$ cat config.mk
export PLATFORM = sky130hd
export DESIGN_NAME = checkpoint_ctrl_flat
export DESIGN_NICKNAME = d
export VERILOG_FILES = /design/src/rtl/checkpoint_ctrl_if.sv /design/src/rtl/checkpoint_ctrl.sv /design/src/flat_wrapper.sv
export SDC_FILE = /design/constraint.sdc
export NUM_CORES = 1
export LEC_CHECK = 0
export ABC_CLOCK_PERIOD_IN_PS = 9300
export BUFFER_PORTS_ARGS = -buffer_cell sky130_fd_sc_hd__buf_4
export CAP_MARGIN = 10
export CORE_MARGIN = 4
export CORE_UTILIZATION = 55
export DETAILED_ROUTE_END_ITERATION = 16
export PLACE_DENSITY = 0.92
export SLEW_MARGIN = 40
export SYNTH_ARGS = -nofsm -noshare
export SYNTH_HDL_FRONTEND = slang
export SYNTH_SLANG_ARGS = --single-unit
$ cat constraint.sdc
create_clock -name clock -period 9.3 [get_ports clock]
set_clock_uncertainty 0.2 [all_clocks]
set_input_delay 2.79 -clock clock [delete_from_list [all_inputs] [get_ports clock]]
set_output_delay 2.79 -clock clock [all_outputs]
set_load 0.01 [all_outputs]
$ cat src/rtl/checkpoint_ctrl_if.sv
// Rename/resolve handshake between decode, branch units and the checkpoint controller.
// The master modport is the decode/resolve side, and the slave modport is the controller.
interface checkpoint_ctrl_if #(
    parameter int CP_NUM        = 4,
    parameter int CP_INDEX_SIZE = 2,
    parameter int WAYS          = 4
);
    logic                     pause;
    logic [WAYS-1:0]          rename_valid;
    logic [WAYS-1:0]          rename_is_br;
    logic                     rename_ready;
    logic                     check;
    logic [CP_INDEX_SIZE-1:0] check_index;
    logic                     resolve_valid;
    logic [CP_INDEX_SIZE-1:0] resolve_tag;
    logic                     resolve_mispredict;
    logic                     request;
    logic [CP_INDEX_SIZE-1:0] request_index;
    logic                     recover;
    logic [CP_NUM-1:0]        flush_mask;
    logic [CP_INDEX_SIZE:0]   cp_free_count;

    modport master (
        output pause, rename_valid, rename_is_br,
        output resolve_valid, resolve_tag, resolve_mispredict,
        input  rename_ready, check, check_index,
        input  request, request_index, recover, flush_mask, cp_free_count
    );

    modport slave (
        input  pause, rename_valid, rename_is_br,
        input  resolve_valid, resolve_tag, resolve_mispredict,
        output rename_ready, check, check_index,
        output request, request_index, recover, flush_mask, cp_free_count
    );
endinterface

$ cat src/rtl/checkpoint_ctrl.sv
// Rename-stage checkpoint controller: allocates RAT checkpoint slots in ring order,
// frees them on resolution and sequences mispredict recovery.
module checkpoint_ctrl #(
    parameter int CP_NUM        = 4,
    parameter int CP_INDEX_SIZE = 2,
    parameter int WAYS          = 4
) (
    input logic              clock,
    input logic              reset,
    checkpoint_ctrl_if.slave bus
);
    typedef enum logic [1:0] {NORMAL, RESTORE, RESUME} state_t;

    state_t                   state, state_next;
    logic [CP_NUM-1:0]        valid, valid_next;
    logic [CP_INDEX_SIZE-1:0] tail, tail_next;
    logic [CP_INDEX_SIZE-1:0] rec_tag, rec_tag_next;

    logic [WAYS-1:0]          br_bits;
    logic                     br_present;
    logic                     mis_hit;
    logic                     cor_hit;
    logic [CP_NUM-1:0]        killed;
    logic [CP_INDEX_SIZE-1:0] rec_age;
    logic [CP_INDEX_SIZE:0]   used;

    // Distance from the youngest allocated slot (tail-1); larger means older.
    function automatic logic [CP_INDEX_SIZE-1:0] age_of(
        input logic [CP_INDEX_SIZE-1:0] t_tail,
        input logic [CP_INDEX_SIZE-1:0] t
    );
        return t_tail - CP_INDEX_SIZE'(1) - t;
    endfunction

    always_ff @(posedge clock) begin
        if (reset) begin
            state   <= NORMAL;
            valid   <= '0;
            tail    <= '0;
            rec_tag <= '0;
        end else begin
            state   <= state_next;
            valid   <= valid_next;
            tail    <= tail_next;
            rec_tag <= rec_tag_next;
        end
    end

    always_comb begin
        state_next        = state;
        valid_next        = valid;
        tail_next         = tail;
        rec_tag_next      = rec_tag;
        bus.rename_ready  = 1'b0;
        bus.check         = 1'b0;
        bus.check_index   = tail;
        bus.request       = 1'b0;
        bus.recover       = 1'b0;
        bus.request_index = '0;
        bus.flush_mask    = '0;

        br_bits    = bus.rename_valid & bus.rename_is_br;
        br_present = |br_bits;
        mis_hit    = bus.resolve_valid &  bus.resolve_mispredict & valid[bus.resolve_tag];
        cor_hit    = bus.resolve_valid & ~bus.resolve_mispredict & valid[bus.resolve_tag];

        rec_age = age_of(tail, rec_tag);
        for (int unsigned i = 0; i < CP_NUM; i++) begin
            killed[i] = (CP_INDEX_SIZE'(i) == rec_tag) ||
                        (valid[i] && (age_of(tail, CP_INDEX_SIZE'(i)) < rec_age));
        end

        case (state)
            RESTORE: begin
                bus.request       = 1'b1;
                bus.recover       = 1'b1;
                bus.request_index = rec_tag;
                bus.flush_mask    = killed;
                // A valid tag outside the killed set is older: retarget and replay RESTORE
                // before touching valid/tail so the next killed set is computed from intact state.
                if (mis_hit && !killed[bus.resolve_tag]) begin
                    rec_tag_next = bus.resolve_tag;
                end else begin
                    valid_next = valid & ~killed;
                    tail_next  = rec_tag;
                    state_next = RESUME;
                end
                if (cor_hit && !killed[bus.resolve_tag]) begin
                    valid_next[bus.resolve_tag] = 1'b0;
                end
            end
            default: begin
                bus.rename_ready = (state == NORMAL) && !bus.pause && !mis_hit &&
                                   (!br_present || !valid[tail]);
                bus.check        = bus.rename_ready && br_present;
                if (bus.check) begin
                    valid_next[tail] = 1'b1;
                    tail_next        = tail + CP_INDEX_SIZE'(1);
                end
                if (cor_hit) begin
                    valid_next[bus.resolve_tag] = 1'b0;
                end
                if (mis_hit) begin
                    rec_tag_next = bus.resolve_tag;
                    state_next   = RESTORE;
                end else if (state == RESUME) begin
                    state_next = NORMAL;
                end
            end
        endcase
    end

    always_comb begin
        used = '0;
        for (int unsigned i = 0; i < CP_NUM; i++) begin
            used = used + (CP_INDEX_SIZE + 1)'(valid[i]);
        end
        bus.cp_free_count = (CP_INDEX_SIZE + 1)'(CP_NUM) - used;
    end
endmodule
$ cat src/flat_wrapper.sv
// flat-port wrapper written by rule: the top's interface ports become plain ports
module checkpoint_ctrl_flat 
#(
    parameter int CP_NUM        = 4,
    parameter int CP_INDEX_SIZE = 2,
    parameter int WAYS          = 4
)
  (clock, reset, bus_pause, bus_rename_valid, bus_rename_is_br, bus_resolve_valid, bus_resolve_tag, bus_resolve_mispredict, bus_rename_ready, bus_check, bus_check_index, bus_request, bus_request_index, bus_recover, bus_flush_mask, bus_cp_free_count);
  checkpoint_ctrl_if #(.CP_NUM(CP_NUM), .CP_INDEX_SIZE(CP_INDEX_SIZE), .WAYS(WAYS)) bus_i ();
  input logic clock;
  input logic reset;
  input wire logic [$bits(bus_i.pause)-1:0] bus_pause;
  input wire logic [$bits(bus_i.rename_valid)-1:0] bus_rename_valid;
  input wire logic [$bits(bus_i.rename_is_br)-1:0] bus_rename_is_br;
  input wire logic [$bits(bus_i.resolve_valid)-1:0] bus_resolve_valid;
  input wire logic [$bits(bus_i.resolve_tag)-1:0] bus_resolve_tag;
  input wire logic [$bits(bus_i.resolve_mispredict)-1:0] bus_resolve_mispredict;
  output wire logic [$bits(bus_i.rename_ready)-1:0] bus_rename_ready;
  output wire logic [$bits(bus_i.check)-1:0] bus_check;
  output wire logic [$bits(bus_i.check_index)-1:0] bus_check_index;
  output wire logic [$bits(bus_i.request)-1:0] bus_request;
  output wire logic [$bits(bus_i.request_index)-1:0] bus_request_index;
  output wire logic [$bits(bus_i.recover)-1:0] bus_recover;
  output wire logic [$bits(bus_i.flush_mask)-1:0] bus_flush_mask;
  output wire logic [$bits(bus_i.cp_free_count)-1:0] bus_cp_free_count;
  assign bus_i.pause = bus_pause;
  assign bus_i.rename_valid = bus_rename_valid;
  assign bus_i.rename_is_br = bus_rename_is_br;
  assign bus_i.resolve_valid = bus_resolve_valid;
  assign bus_i.resolve_tag = bus_resolve_tag;
  assign bus_i.resolve_mispredict = bus_resolve_mispredict;
  assign bus_rename_ready = bus_i.rename_ready;
  assign bus_check = bus_i.check;
  assign bus_check_index = bus_i.check_index;
  assign bus_request = bus_i.request;
  assign bus_request_index = bus_i.request_index;
  assign bus_recover = bus_i.recover;
  assign bus_flush_mask = bus_i.flush_mask;
  assign bus_cp_free_count = bus_i.cp_free_count;
  checkpoint_ctrl #(.CP_NUM(CP_NUM), .CP_INDEX_SIZE(CP_INDEX_SIZE), .WAYS(WAYS)) u_core (.clock(clock), .reset(reset), .bus(bus_i));
endmodule
# Yosys cells after proc, flatten, opt, wreduce, memory -nomap -nowiden
# Cells that the tools add are included.
# totals
mem_bits_rw	0
latchBits	0
register_bits	10
n_memories	0
mem_bits_ro	0
out_inout_bits	15
# op_classes
magnitude_cmp	8
multipliers	0
muxes	32
bitwise_logic	12
n_eq_ne	7
addsub	10
shift	0
div	0
n_reduce_logical	31
# ops
operator	n
$mux W4	8
$mux W2	11
$and A4 B4 Y4	4
$logic_and A1 B1 Y1	12
$lt A2 B2 Y1	4
$mux W1	8
$not A4 Y4	2
$add A3 B1 Y3	2
$bmux W1 S2	3
$lt A2 B3 Y1 const B	2
$reduce_and A2 Y1	3
$logic_not A1 Y1	5
$logic_or A1 B1 Y1	5
$and A1 B1 Y1	4
$demux W1 S2	2
$eq A2 B2 Y1 const A	2
$ge A2 B1 Y1 const B	2
$logic_not A2 Y1	2
$or A4 B4 Y4	1
$reduce_bool A2 Y1	2
$reduce_or A4 Y1	1
$sub A2 B1 Y2 const B	2
$sub A2 B2 Y2 const B	2
$reduce_bool A3 Y1	1
10 further kinds	10

# Logic depth before layout (Yosys ltp)
# depth
word_depth	14
depth_mapped	11

# Worst setup path after synthesis
# Ideal clock, no wire load.
# synth_path
path_type	input to output
start	input port bus_resolve_tag[0]
end	output port bus_rename_ready
t_required_ns	6.310
setup_slack_ns	1.948
t_arrival_ns	4.362
path_stages	5
cell_sequence	buf_6 > mux4_2 > and3_4 > buf_6 > a2111oi_0
# synth_via
elab_chain_cells	7
# synth_rtl
item	line_no	rtl
start: declaration	flat_wrapper.sv:16	input wire logic [$bits(bus_i.resolve_tag)-1:0] bus_resolve_tag;
$bmux W1 S2	checkpoint_ctrl.sv:64	mis_hit = bus.resolve_valid & bus.resolve_mispredict & valid[bus.resolve_tag];
$mux W1 (not written as such)	checkpoint_ctrl.sv:64	
$and A1 B1 Y1	checkpoint_ctrl.sv:64	
$logic_not A1 Y1	checkpoint_ctrl.sv:93	bus.rename_ready = (state == NORMAL) && !bus.pause && !mis_hit &&
$logic_and A1 B1 Y1 (2 in series)	checkpoint_ctrl.sv:93	
$mux W1	checkpoint_ctrl.sv:73	case (state)
end: declaration	flat_wrapper.sv:18	output wire logic [$bits(bus_i.rename_ready)-1:0] bus_rename_ready;
# No other way between the ends. The select of a mux whose other input is x is not followed.

# Worst setup path after layout
# layout_path
start	input port bus_resolve_tag[0]
end	output port bus_check
# layout_via
elab_chain_cells	8
# layout_rtl
item	line_no	rtl
$bmux W1 S2	checkpoint_ctrl.sv:64	
$mux W1 (not written as such)	checkpoint_ctrl.sv:64	
$and A1 B1 Y1	checkpoint_ctrl.sv:64	
$logic_not A1 Y1	checkpoint_ctrl.sv:93	
$logic_and A1 B1 Y1 (2 in series)	checkpoint_ctrl.sv:93	
$logic_and A1 B1 Y1	checkpoint_ctrl.sv:95	bus.check = bus.rename_ready && br_present;
$mux W1	checkpoint_ctrl.sv:73	
end: declaration	flat_wrapper.sv:19	output wire logic [$bits(bus_i.check)-1:0] bus_check;
# No other way between the ends. The select of a mux whose other input is x is not followed.

==> qor.txt <==
Core ar. = 1802 µm²
Net Sw Power = 86.00 µW
Via density = 5.971
Post-Route Setup TNS = 0 ns
Number of global-route vias before repair = 1002
Most used routing layer = met2
Max frequency = 0.1382 GHz
Ant diodes = 0
Count leader, synth = inv_1
Sequential share of power = 0.266
Fin util = 0.7361
Port Buffers = 29
Met2 global-route usage = 0.3822
Max-cap viol count = 0
Area contributors post-synth = dfxtp_1, ha_1, mux4_2
Avg Inst Size Synth = 8.996 µm²
Top_reg_cell synth = dfxtp_1
First-pass GRT wire length = 4402 µm
Row count = 15
Synth-to-layout area growth = 21.84%
WL/cell = 16.05 µm
Synth Instances = 121
Switching share of power = 0.3943
Leakage = 0.0005895 µW
Post-CTS Hold Fix Bufs = 0
Routability Congestion = 0.9289
PD cells = 164.5 nW/µm²
Initial antenna violation count = 0
Slew at the pin closest to its max-slew limit = 0.4640 ns
Syn_nets = 151
CTS tree = built
Crit path kind = input port to primary output
Clk sinks = 10
Max-slew violations = 0
Outcome = finished clean
Largest family of logic cells by synthesized area = compound AO/OA/AOI/OAI gates
Die Y = 52.49 µm
Internal = 132.1 µW
Starting Density = 0.6042
Total placed cells including tap cells = 168
Adder-cell share of the synthesized area = 0.1724
Asr flop ratio synth = 0
Routed Antenna Nets = 0
Vias = 1027
Post-synthesis simple-gate area fraction = 0.1816
Number of remaining DRC errors = 0
Gr usage total = 0.2199
Post-CTS Resized = 0
Synth Register Bits = 10
Bufs on Longest Clock Path = 2
Crit path max fanout = 8
Post-synth top area share = 0.1839
H-tree depth = 1
Crit path DAT = 4.24 ns
CTS Root Cell = clkbuf_4
First-pass iteration count of the detailed router = 4
Hold crit path type = flip-flop to flip-flop
M3 GR Usage = 0.06553
Post-CTS Setup Repair Bufs = 0
Final setup violation count = 0
Power consumption = 218.1 µW
CTS Buf Count = 3
Final net count = 178
Dpl hpwl = 2240 µm
Yosys warns = 0
DR iter-0 viols = 49
Register area share after synthesis = 0.1839
Footprint of the multi-input gates = 780.7 µm²
# IOs = 30
Comb pwr share = 0.548
Synth Area in Compound Gates = 0.2046
Synth cell count leaders = inv_1, ha_1, dfxtp_1
Startpoint types = input port
Minimum clock period = 7.233 ns
Yosys top cell by area = dfxtp_1
Largest net degree at the start of global routing = 14
EDFF count, synth = 0
Critical path endpoint category = primary output
Post-Syn Area = 1089 µm²
Clock power share = 0.186
Area occupied by registers = 200.2 µm²
RSZ-0062 raised after global routing = false
Total gr overflow = 0
Clk_lat worst skew = 0.27 ns
Fin Hold WS = 0.3077 ns
VDD IR max = 116.8 µV
Xor and xnor area share after synthesis = 0.04828
Post-synthesis mux area share = 0.1103
Met1 usage = 0.2470
Relative slew slack = 0.6907
WL final = 2760 µm
Reg clk slew, reported paths = 0.07 ns
Die Wd = 52.49 µm
Distinct cells, synth = 39
Die ar. = 2755 µm²
Final Hold Viols = 0
Filler cells = 137
Period utilization = 0.7778
Req. time, crit path = 6.31 ns
Share of post-route cells with drive strength above 1 = 0.3061
Layout Cells excl Fill = 172
placed cells by master, fill, tap and decap left out, types with 3 or more instances in the layout:
cell type	Yosys	layout
o21ai_0	3	3
inv_1	16	16
ha_1	15	15
mux4_2	3	3
and2_1	6	6
nand2_1	7	7
xnor2_1	4	4
dfxtp_1	10	10
nor2_1	7	7
a21oi_1	6	6
mux2i_1	3	3
a2111oi_2	4	4
buf_4	1	29
clkbuf_4	0	3
through the flow:
| stage | cell area [µm²] | setup WS (ns) |
|---|---|---|
| 2_1_floorplan | 1089 | 1.948 |
| 3_3_place_gp | 1290 | 2.094 |
| 3_5_place_dp | 1290 | 2.075 |
| 4_1_cts | 1326 | 2.075 |
| 5_1_grt | 1326 | 1.830 |
| 6_report | 1326 | 2.067 |
state kept, by name, summed over array words and instances, names as in the netlist:
signal,cells
u_core.bus.check_index,2
u_core.state,2
u_core.rec_tag,2
u_core.valid,4
final timing paths:
check                             from         endpoint  depth (start not counted)  slack [ns]
max reg2reg  u_core.bus.check_index[0]  u_core.valid[1]                         10        5.45
max                 bus_resolve_tag[0]        bus_check                          5        2.07
min                    u_core.state[1]  u_core.state[1]                          1        0.31
min reg2reg            u_core.state[1]  u_core.state[1]                          1        0.31
routing by layer:
metal  wire [µm]  vias up
li1            -      489
met1        1043      485
met2        1417       49
met3         254        4
met4          44        0
met5           0        -
critical path, cell delays in order:
cell    delay, ns
buf_4        0.15
mux4_2       0.52
and3_4       0.23
nor4_4       0.35
buf_4        0.19
area by class of cell:
| class | count | share of cell area |
|---|---|---|
| repair buffers | 29 | 0.1642 |
| multi-input cells | 88 | 0.5887 |
| inverters | 16 | 0.04528 |
| well taps | 25 | 0.02358 |
| clock buffers | 4 | 0.02736 |
| flip-flops and latches | 10 | 0.1509 |
cell families (layout without fill, tap and decap cells):
kind of cell	after synthesis	after routing
AO/OA/AOI/OAI	27	27
XOR/XNOR	6	6
adder cells (fa/ha/maj)	15	15
buffers and inverters	23	49
flip-flops	10	10
multiplexers	8	8
AND/OR/NAND/NOR	32	32
power by group through the flow:
| stage | logic [µW] | registers (µW) | clock network [µW] |
|---|---|---|---|
| 2_1_floorplan | 86.0 | 54.9 | 0 |
| 3_3_place_gp | 111 | 58.2 | 0 |
| 3_5_place_dp | 120 | 58.6 | 0 |
| 4_1_cts | 121 | 57.6 | 40.8 |
| 5_1_grt | 135 | 58.9 | 43.1 |
| 6_report | 120 | 57.9 | 40.7 |
Note: power is estimated with default switching activity, not from simulation.
